`src/rtl/jk_pkg.sv`:
```
// Shared types and defaults for the JK flip-flop command sequencer.
package jk_pkg;

  localparam int JK_DEPTH_DEF = 4;
  localparam int JK_CNT_W_DEF = 4;

  typedef enum logic [1:0] {
    JK_HOLD = 2'b00,
    JK_CLR  = 2'b01,
    JK_SET  = 2'b10,
    JK_TGL  = 2'b11
  } jk_op_e;

  typedef enum logic {
    ST_IDLE  = 1'b0,
    ST_ISSUE = 1'b1
  } jk_state_e;

  // Next Q of a JK flip-flop given the current Q and the J/K it sees.
  function automatic logic jk_next_q(input logic q, input logic j, input logic k);
    logic w_next;
    w_next = q;
    case ({j, k})
      2'b00:   w_next = q;
      2'b01:   w_next = 1'b0;
      2'b10:   w_next = 1'b1;
      default: w_next = ~q;
    endcase
    return w_next;
  endfunction

endpackage

```
`src/rtl/jk_cmd_fifo.sv`:
```
// Small synchronous command FIFO; pointers carry an extra wrap bit so that
// full and empty are distinguished without a separate occupancy counter.
module jk_cmd_fifo #(
  parameter int DEPTH = 4,
  parameter int DW    = 6
) (
  input  logic          clk,
  input  logic          rst_n,
  input  logic          i_flush,
  input  logic          i_push,
  input  logic [DW-1:0] i_data,
  input  logic          i_pop,
  output logic [DW-1:0] o_data,
  output logic          o_full,
  output logic          o_empty
);

  localparam int AW = $clog2(DEPTH);

  logic [AW:0]   r_wptr;
  logic [AW:0]   r_rptr;
  logic [DW-1:0] r_mem [DEPTH];
  logic          w_do_push;
  logic          w_do_pop;

  assign o_full    = (r_wptr[AW] != r_rptr[AW]) && (r_wptr[AW-1:0] == r_rptr[AW-1:0]);
  assign o_empty   = (r_wptr == r_rptr);
  assign w_do_push = i_push && !o_full && !i_flush;
  assign w_do_pop  = i_pop && !o_empty && !i_flush;
  assign o_data    = r_mem[r_rptr[AW-1:0]];

  // Pointer update: flush discards everything and wins over push/pop.
  always_ff @(posedge clk or negedge rst_n) begin
    if (!rst_n) begin
      r_wptr <= '0;
      r_rptr <= '0;
    end else if (i_flush) begin
      r_wptr <= '0;
      r_rptr <= '0;
    end else begin
      if (w_do_push) r_wptr <= r_wptr + 1'b1;
      if (w_do_pop)  r_rptr <= r_rptr + 1'b1;
    end
  end

  // Storage array; contents are meaningless until written, so no reset.
  always_ff @(posedge clk) begin
    if (w_do_push) r_mem[r_wptr[AW-1:0]] <= i_data;
  end

endmodule

```
`src/rtl/jk_cmd_sequencer.sv`:
```
// Command sequencer feeding a JK flip-flop: queues {op,count} commands and
// drives registered J/K one cycle per repetition, tracking predicted Q.
// Optional Q feedback checker is compiled in with JK_SEQ_QCHECK_EN.
module jk_cmd_sequencer
  import jk_pkg::*;
#(
  parameter int DEPTH = JK_DEPTH_DEF,
  parameter int CNT_W = JK_CNT_W_DEF
) (
  input  logic             clk,
  input  logic             rst_n,
  input  logic             flush,
  input  logic             cmd_valid,
  output logic             cmd_ready,
  input  logic [1:0]       cmd_op,
  input  logic [CNT_W-1:0] cmd_count,
  output logic             J,
  output logic             K,
  output logic             busy,
  output logic             q_model
`ifdef JK_SEQ_QCHECK_EN
  ,
  input  logic             q_fb,
  output logic             q_err
`endif
);

  localparam int DW = 2 + CNT_W;

  jk_state_e        r_state;
  logic [CNT_W-1:0] r_rem;
  logic             r_j;
  logic             r_k;
  logic             r_q;
  logic [DW-1:0]    w_head;
  jk_op_e           w_head_op;
  logic [CNT_W-1:0] w_head_cnt;
  logic [CNT_W-1:0] w_head_rem;
  logic             w_full;
  logic             w_empty;
  logic             w_last;
  logic             w_pop;

  jk_cmd_fifo #(
    .DEPTH (DEPTH),
    .DW    (DW)
  ) u_fifo (
    .clk     (clk),
    .rst_n   (rst_n),
    .i_flush (flush),
    .i_push  (cmd_valid),
    .i_data  ({cmd_op, cmd_count}),
    .i_pop   (w_pop),
    .o_data  (w_head),
    .o_full  (w_full),
    .o_empty (w_empty)
  );

  assign w_head_op  = jk_op_e'(w_head[DW-1:CNT_W]);
  assign w_head_cnt = w_head[CNT_W-1:0];
  assign w_head_rem = (w_head_cnt == '0) ? CNT_W'(1) : w_head_cnt;
  assign w_last     = (r_rem == CNT_W'(1));
  assign w_pop      = !flush && !w_empty &&
                      ((r_state == ST_IDLE) || ((r_state == ST_ISSUE) && w_last));

  assign cmd_ready = !w_full;
  assign busy      = (r_state == ST_ISSUE) || !w_empty;
  assign J         = r_j;
  assign K         = r_k;
  assign q_model   = r_q;

  // Issue FSM: loads the head command, holds J/K for its count, chains the next without a bubble.
  always_ff @(posedge clk or negedge rst_n) begin
    if (!rst_n) begin
      r_state <= ST_IDLE;
      r_rem   <= '0;
      r_j     <= 1'b0;
      r_k     <= 1'b0;
    end else if (flush) begin
      r_state <= ST_IDLE;
      r_rem   <= '0;
      r_j     <= 1'b0;
      r_k     <= 1'b0;
    end else begin
      case (r_state)
        ST_IDLE: begin
          if (!w_empty) begin
            r_state <= ST_ISSUE;
            r_rem   <= w_head_rem;
            r_j     <= w_head_op[1];
            r_k     <= w_head_op[0];
          end
        end
        ST_ISSUE: begin
          if (w_last) begin
            if (!w_empty) begin
              r_rem <= w_head_rem;
              r_j   <= w_head_op[1];
              r_k   <= w_head_op[0];
            end else begin
              r_state <= ST_IDLE;
              r_rem   <= '0;
              r_j     <= 1'b0;
              r_k     <= 1'b0;
            end
          end else begin
            r_rem <= r_rem - 1'b1;
          end
        end
        default: begin
          r_state <= ST_IDLE;
          r_rem   <= '0;
          r_j     <= 1'b0;
          r_k     <= 1'b0;
        end
      endcase
    end
  end

  // Q model follows the J/K currently driven; flush does not freeze it.
  always_ff @(posedge clk or negedge rst_n) begin
    if (!rst_n) r_q <= 1'b0;
    else        r_q <= jk_next_q(r_q, r_j, r_k);
  end

`ifdef JK_SEQ_QCHECK_EN
  // Sticky mismatch between flip-flop feedback and the pre-update model value.
  always_ff @(posedge clk or negedge rst_n) begin
    if (!rst_n)             q_err <= 1'b0;
    else if (flush)         q_err <= 1'b0;
    else if (q_fb != r_q)   q_err <= 1'b1;
  end
`endif

endmodule

```
`config.mk`:
```
export PLATFORM = sky130hd
export DESIGN_NAME = jk_cmd_sequencer
export DESIGN_NICKNAME = d
export VERILOG_FILES = /design/src/rtl/jk_pkg.sv /design/src/rtl/jk_cmd_fifo.sv /design/src/rtl/jk_cmd_sequencer.sv
export SDC_FILE = /design/constraint.sdc
export NUM_CORES = 1
export LEC_CHECK = 0
export ABC_AREA = 1
export CELL_PAD_IN_SITES_DETAIL_PLACEMENT = 1
export CELL_PAD_IN_SITES_GLOBAL_PLACEMENT = 1
export CORE_ASPECT_RATIO = 0.9
export CORE_UTILIZATION = 47
export CTS_BUF_LIST = sky130_fd_sc_hd__clkbuf_2 sky130_fd_sc_hd__clkbuf_4 sky130_fd_sc_hd__clkbuf_8
export DETAILED_ROUTE_END_ITERATION = 6
export PLACE_DENSITY = 0.9
export SETUP_SLACK_MARGIN = 0.1
export SLEW_MARGIN = 20
export SYNTH_ARGS = -nofsm -noshare
export SYNTH_HDL_FRONTEND = slang
export SYNTH_HIERARCHICAL = 1
export SYNTH_SLANG_ARGS = --single-unit
export TNS_END_PERCENT = 100
```
`constraint.sdc`:
```
create_clock -name clk -period 1.85 [get_ports clk]
set_input_delay 0.185 -clock clk [delete_from_list [all_inputs] [get_ports clk]]
set_output_delay 0.185 -clock clk [all_outputs]
set_load 0.02 [all_outputs]
```
==> run metrics, run 1 <==
status=finished, violations left; failing checks=DRC; CTS Sinks=38; initial antenna violation count=0; crit-path max FO=6; metal3 WL=204 um; clk_lat worst skew=0.30 ns; CTS tree=done; Worst-path clk slew=0.08 ns; Die ar.=4490 um^2; Max Used Layer=met4; Post-Syn Instances=208; R2R Path End=r_rem[0]$_DFFE_PN0P_; worst hold slack=0.194 ns; Post-Route WL=4560 um; Hold Fails Final Rpt=0; # diodes=0; Worst EP arrival=1.50 ns; commonest cells after routing, fill and taps aside=nand2_1 (48), inv_1 (25), edfxtp_1 (24); Avg Inst Size Synth=9.56 um^2; flops & latches, synth=38; Die Span Y=63.7 um; RePlAce Congestion=0.773; IO Port Bufs=14; Congestion Overflow GR=0; clock buffer count from CTS=5; reg-to-reg setup timing slack=0.27 ns; CP endpoint kind=output port; final setup fails=0; wire length on met2=2320 um; Max Cap Viol=0; Vias=1529; Syn. warnings=6; most common cell after layout, fill and taps aside=nand2_1; routed vias/inst=5.35; Syn Nets=227; synth unique cells=24; Area Overhead vs Synth=20.6%; Synth top area share=0.362; CTS H-tree lvls=2; CTS Buffer Depth=2; root buf cell=clkbuf_8; Tmin final=1.69 ns; Post-synth EDFFs=24; share of post-route cells with drive strength above 1=0.185; DRC=5; post-synthesis sequential area ratio=0.539; worst slew pin tran=0.319 ns; Initial DRC Count=64; VDD IR max=0.000608 V; critical path launch point type=register; r2r worst-path depth=11; Post-CTS Hold Fix Bufs=0; RR Startpoint=u_fifo/r_rptr[1]$_DFFE_PN0P_; global-route wire length before repair=7820 um; GRT Total Usage=0.238; Post-synth ARST share=0.368; Crit Path Class=reg2out; antenna viol nets, final=0; Tcrit/Tclk final=0.913; Slew Limit Fails=0; FP Rows=22; vias in the first global route=1651; die width=70.6 um; DP HPWL=3080 um; Pleak=1.10 nW; Worst EP required=1.66 ns; Synth area leader=edfxtp_1; met1 wire length=1930 um; Layout Utilization=0.588; initial core utilization=0.488; unrepaired setup endpoints after global routing=true; ys flop type=edfxtp_1; Worst slew margin=0.788; largest net degree at the start of global routing=15; setup_tns=0 ns; NumNets Final=256; DR pass1 iterations=6; worst hold path class=in2async; skew final=0.0103 ns; main area contributors after synthesis=edfxtp_1 (36%), dfrtp_1 (18%), nand2_1 (9.3%); # IOs=15; Power Density=1010 nW/um^2; Synth Cell Area=1990 um^2; Peak Freq=0.592 GHz; post-detailed-route wirelength per cell=15.9 um; core area=4070 um^2
## per-stage QoR
stage	instances	setup slack (ns)	power (mW)	area [um^2]
after detailed placement	275	0.0515	1.58	2230
after CTS	285	0.0947	2.44	2390
after floorplan	208	0.364	1.39	1990
final	286	0.161	2.41	2400
after global placement	275	0.130	1.55	2230
after global routing	286	0.0553	2.55	2400
## power by group
group          total, mW  switching (mW)  internal, mW
clock              0.836           0.303         0.533
combinational      0.545           0.328         0.218
sequential          1.03          0.0644         0.967
total               2.41           0.695          1.72
## worst max path at each step
| stage | endpoint | from | slack (ns) | cells after the start |
|---|---|---|---|---|
| final | cmd_ready | u_fifo/r_rptr[1]$_DFFE_PN0P_ | 0.16 | 5 |
| after floorplan | u_fifo/r_mem[0][0]$_DFFE_PP_ | u_fifo/r_wptr[0]$_DFFE_PN0P_ | 0.36 | 6 |
| after global placement | busy | u_fifo/r_wptr[0]$_DFFE_PN0P_ | 0.13 | 7 |
| after detailed placement | busy | u_fifo/r_wptr[0]$_DFFE_PN0P_ | 0.05 | 7 |
| after CTS | busy | u_fifo/r_wptr[0]$_DFFE_PN0P_ | 0.09 | 7 |
| after global routing | cmd_ready | u_fifo/r_rptr[2]$_DFFE_PN0P_ | 0.06 | 7 |
## critical path, cell delays in order (launching register included)
cell and delay, ns:
dfrtp_1 0.45, xnor2_4 0.22, nand3_4 0.14, inv_1 0.08, inv_1 0.04, clkdlybuf4s15_1 0.27
## flip-flops by register name, indices dropped and copies added (netlist names)
register and count:
u_fifo/r_mem 24, r_rem 4, u_fifo/r_rptr 3, u_fifo/r_wptr 3, J 1, K 1, q_model 1, r_state 1
## layout make-up
class | instances | area (um^2)
tap | 48 | 60.1
timing repair buffer | 27 | 233
clock buffer | 5 | 68.8
inverter | 29 | 110
clock inverter | 3 | 63.8
sequential | 38 | 1070
multi-input combinational | 136 | 788
fill | 471 | 1680
## layer usage
metal,up-vias,GRT usage
li1,742,-
met1,742,0.276
met2,34,0.416
met3,11,0.0544
met4,0,0.115
met5,-,0
## cell usage after synthesis (2+ instances only)
library cell	count
nand2_1	49
inv_1	27
nand3_1	12
nand4_1	7
buf_2	3
nand3_2	3
ha_1	9
o22ai_1	6
o21ai_0	14
nor2_1	22
edfxtp_1	24
dfrtp_1	14
nand2_2	5
xor2_1	2
nand3_4	2
## kinds of logic after synthesis
kind of cell | count (synthesis) | share of synthesized area
xor+xnor | 3 | 0.0227
flops | 38 | 0.539
fa+ha+maj | 9 | 0.0566
compound gates | 20 | 0.0541
mux | 1 | 0.00566
simple gates | 103 | 0.250
buf+inv | 34 | 0.0724
## timing repair
item | CTS | global route
pin swaps | 0 | 1
endpoints found under the setup margin | 3 | 3
resized for setup | 8 | 4
setup buffers | 2 | 1
No activity file was read; power rests on OpenSTA's default activity.
==> run 2, diff against run 1 <==
- CAP_MARGIN: not set -> 20
==> results of run 2 <==
Final layout, timing and power as in run 1 (identical DEF).
==> run 3, diff against run 2 <==
- CTS_BUF_LIST: sky130_fd_sc_hd__clkbuf_2 sky130_fd_sc_hd__clkbuf_4 sky130_fd_sc_hd__clkbuf_8 -> sky130_fd_sc_hd__clkbuf_4 sky130_fd_sc_hd__clkbuf_8
- SKIP_CTS_REPAIR_TIMING: not set -> 1
==> run 3 against run 2 <==
The run still ends with DRC left. Via count fell by 0.98%. Total power grew 0.30%. Hold slack worse by 0.0041 ns. Global-route usage fell by 0.35 points. Maximum frequency shrank 0.21%. Sequential cell count did not move. Register-to-register slack is essentially flat. Setup slack got worse by 0.0035 ns. Clock power increased by 0.5%. Combinational power about the same. Non-clock buffer count shrank 2. Critical path type unchanged.
==> run metrics, run 3 (synthesized netlist as in run 1, its figures left out) <==
final setup fails=0 (unchanged); setup_tns=0 ns (unchanged); Worst-path clk slew=0.08 ns (about the same); commonest cells after routing, fill and taps aside=nand2_1 (48), inv_1 (25), edfxtp_1 (24) (unchanged); Tcrit/Tclk final=0.915 (was 0.913); Power Density=1010 nW/um^2 (about the same); DRC=5 (unchanged); Tmin final=1.69 ns (about the same); failing checks=DRC (unchanged); # IOs=15 (unchanged); routed vias/inst=5.33 (was 5.35); skew final=0.0127 ns (was 0.0103 ns); post-route setup slack=0.157 ns (was 0.161 ns); Congestion Overflow GR=0 (unchanged); worst hold path class=in2async (unchanged); worst hold slack=0.190 ns (was 0.194 ns); CP endpoint kind=output port (unchanged); design area=2390 um^2 (was 2400 um^2); unrepaired setup endpoints after global routing=true (unchanged); global-route wire length before repair=7690 um (was 7820 um); Worst EP arrival=1.51 ns (was 1.50 ns); NumNets Final=254 (was 256); crit-path max FO=5 (was 6); Slew Limit Fails=0 (unchanged); initial core utilization=0.488 (unchanged); CTS Sinks=38 (unchanged); share of post-route cells with drive strength above 1=0.174 (was 0.185); RePlAce Congestion=0.773 (unchanged); CTS tree=done (unchanged); vias in the first global route=1629 (was 1651); Layout Utilization=0.587 (was 0.588); max reg flops=24 (unchanged); clock buffer count from CTS=5 (unchanged); DR pass1 iterations=6 (unchanged); clk_lat worst skew=0.30 ns (about the same); IO Port Bufs=14 (unchanged); Post-Layout Cell Count=284 (was 286); Post-Route WL=4520 um (was 4560 um); status=finished, violations left (unchanged); CP cell instances=xnor2_4 -> nand3_2 -> inv_1 -> nand2_1 -> dlymetal6s2s_1 (was xnor2_4 -> nand3_4 -> inv_1 -> inv_1 -> clkdlybuf4s15_1); die width=70.6 um (unchanged); Initial DRC Count=72 (was 64); Die ar.=4490 um^2 (unchanged); GRT Total Usage=0.235 (was 0.238); CTS H-tree lvls=2 (unchanged); Hold Fails Final Rpt=0 (unchanged); CTS Buffer Depth=2 (unchanged); power after layout=2.42 mW (was 2.41 mW); critical path's top delay family=flip-flops (unchanged); FP Rows=22 (unchanged); worst slew pin tran=0.321 ns (was 0.319 ns); Peak Freq=0.591 GHz (was 0.592 GHz); largest net degree at the start of global routing=15 (unchanged); post-detailed-route wirelength per cell=15.9 um (about the same); critical path launch point type=register (unchanged); root buf cell=clkbuf_8 (unchanged); Worst slew margin=0.786 (was 0.788); Max Cap Viol=0 (unchanged); Post-DP Area=2230 um^2 (unchanged); WP buf/inv=2 (was 3); antenna viol nets, final=0 (unchanged); most common cell after layout, fill and taps aside=nand2_1 (unchanged); initial antenna violation count=0 (unchanged); Worst EP required=1.66 ns (about the same); Vias=1514 (was 1529); Die Span Y=63.7 um (unchanged); DP HPWL=3080 um (unchanged); core area=4070 um^2 (unchanged); Crit Path Class=reg2out (unchanged); placed insts=275 (unchanged); Pleak=1.09 nW (was 1.10 nW); Area Overhead vs Synth=20.3% (was 20.6%); CP peak stage delay=0.49 ns (was 0.45 ns); pre-CTS setup slack=0.0515 ns (unchanged); Critical Path Slowest Stage Cell=dfrtp_1 (unchanged); VDD IR max=0.000608 V (about the same); # diodes=0 (unchanged)
run 3: power by group:
part           total, mW  internal, mW  switching, mW
logic              0.547         0.222          0.326
clock network      0.840         0.533          0.307
registers           1.03         0.967         0.0654
total               2.42          1.72          0.698
run 3: worst paths after layout:
check	from	endpoint	slack, ns	cells past startpoint
worst max-delay path	u_fifo/r_wptr[1]$_DFFE_PN0P_	busy	0.16	5
worst min-delay path	rst_n	u_fifo/r_rptr[2]$_DFFE_PN0P_	0.19	2
worst max register to register	u_fifo/r_rptr[1]$_DFFE_PN0P_	r_rem[0]$_DFFE_PN0P_	0.26	11
worst min register to register	K$_DFFE_PN0P_	K$_DFFE_PN0P_	0.51	2
max in group asynchronous	rst_n	u_fifo/r_wptr[0]$_DFFE_PN0P_	1.46	2
min in group clk	K$_DFFE_PN0P_	K$_DFFE_PN0P_	0.51	2
run 3: layout make-up:
type                    instances  area, um^2
clock buffers                   5        68.8
clock inverters                 3        63.8
fillers                       473        1680
inverters                      29         110
multi-input cells             136         788
flip-flops and latches         38        1070
well taps                      48        60.1
repair buffers                 25         228
run 3: routing by layer:
layer,wire length [um],vias up,track usage
met5,0,-,0
met4,99,0,0.115
met3,180,11,0.0544
met2,2310,30,0.409
met1,1930,735,0.272
li1,-,738,-
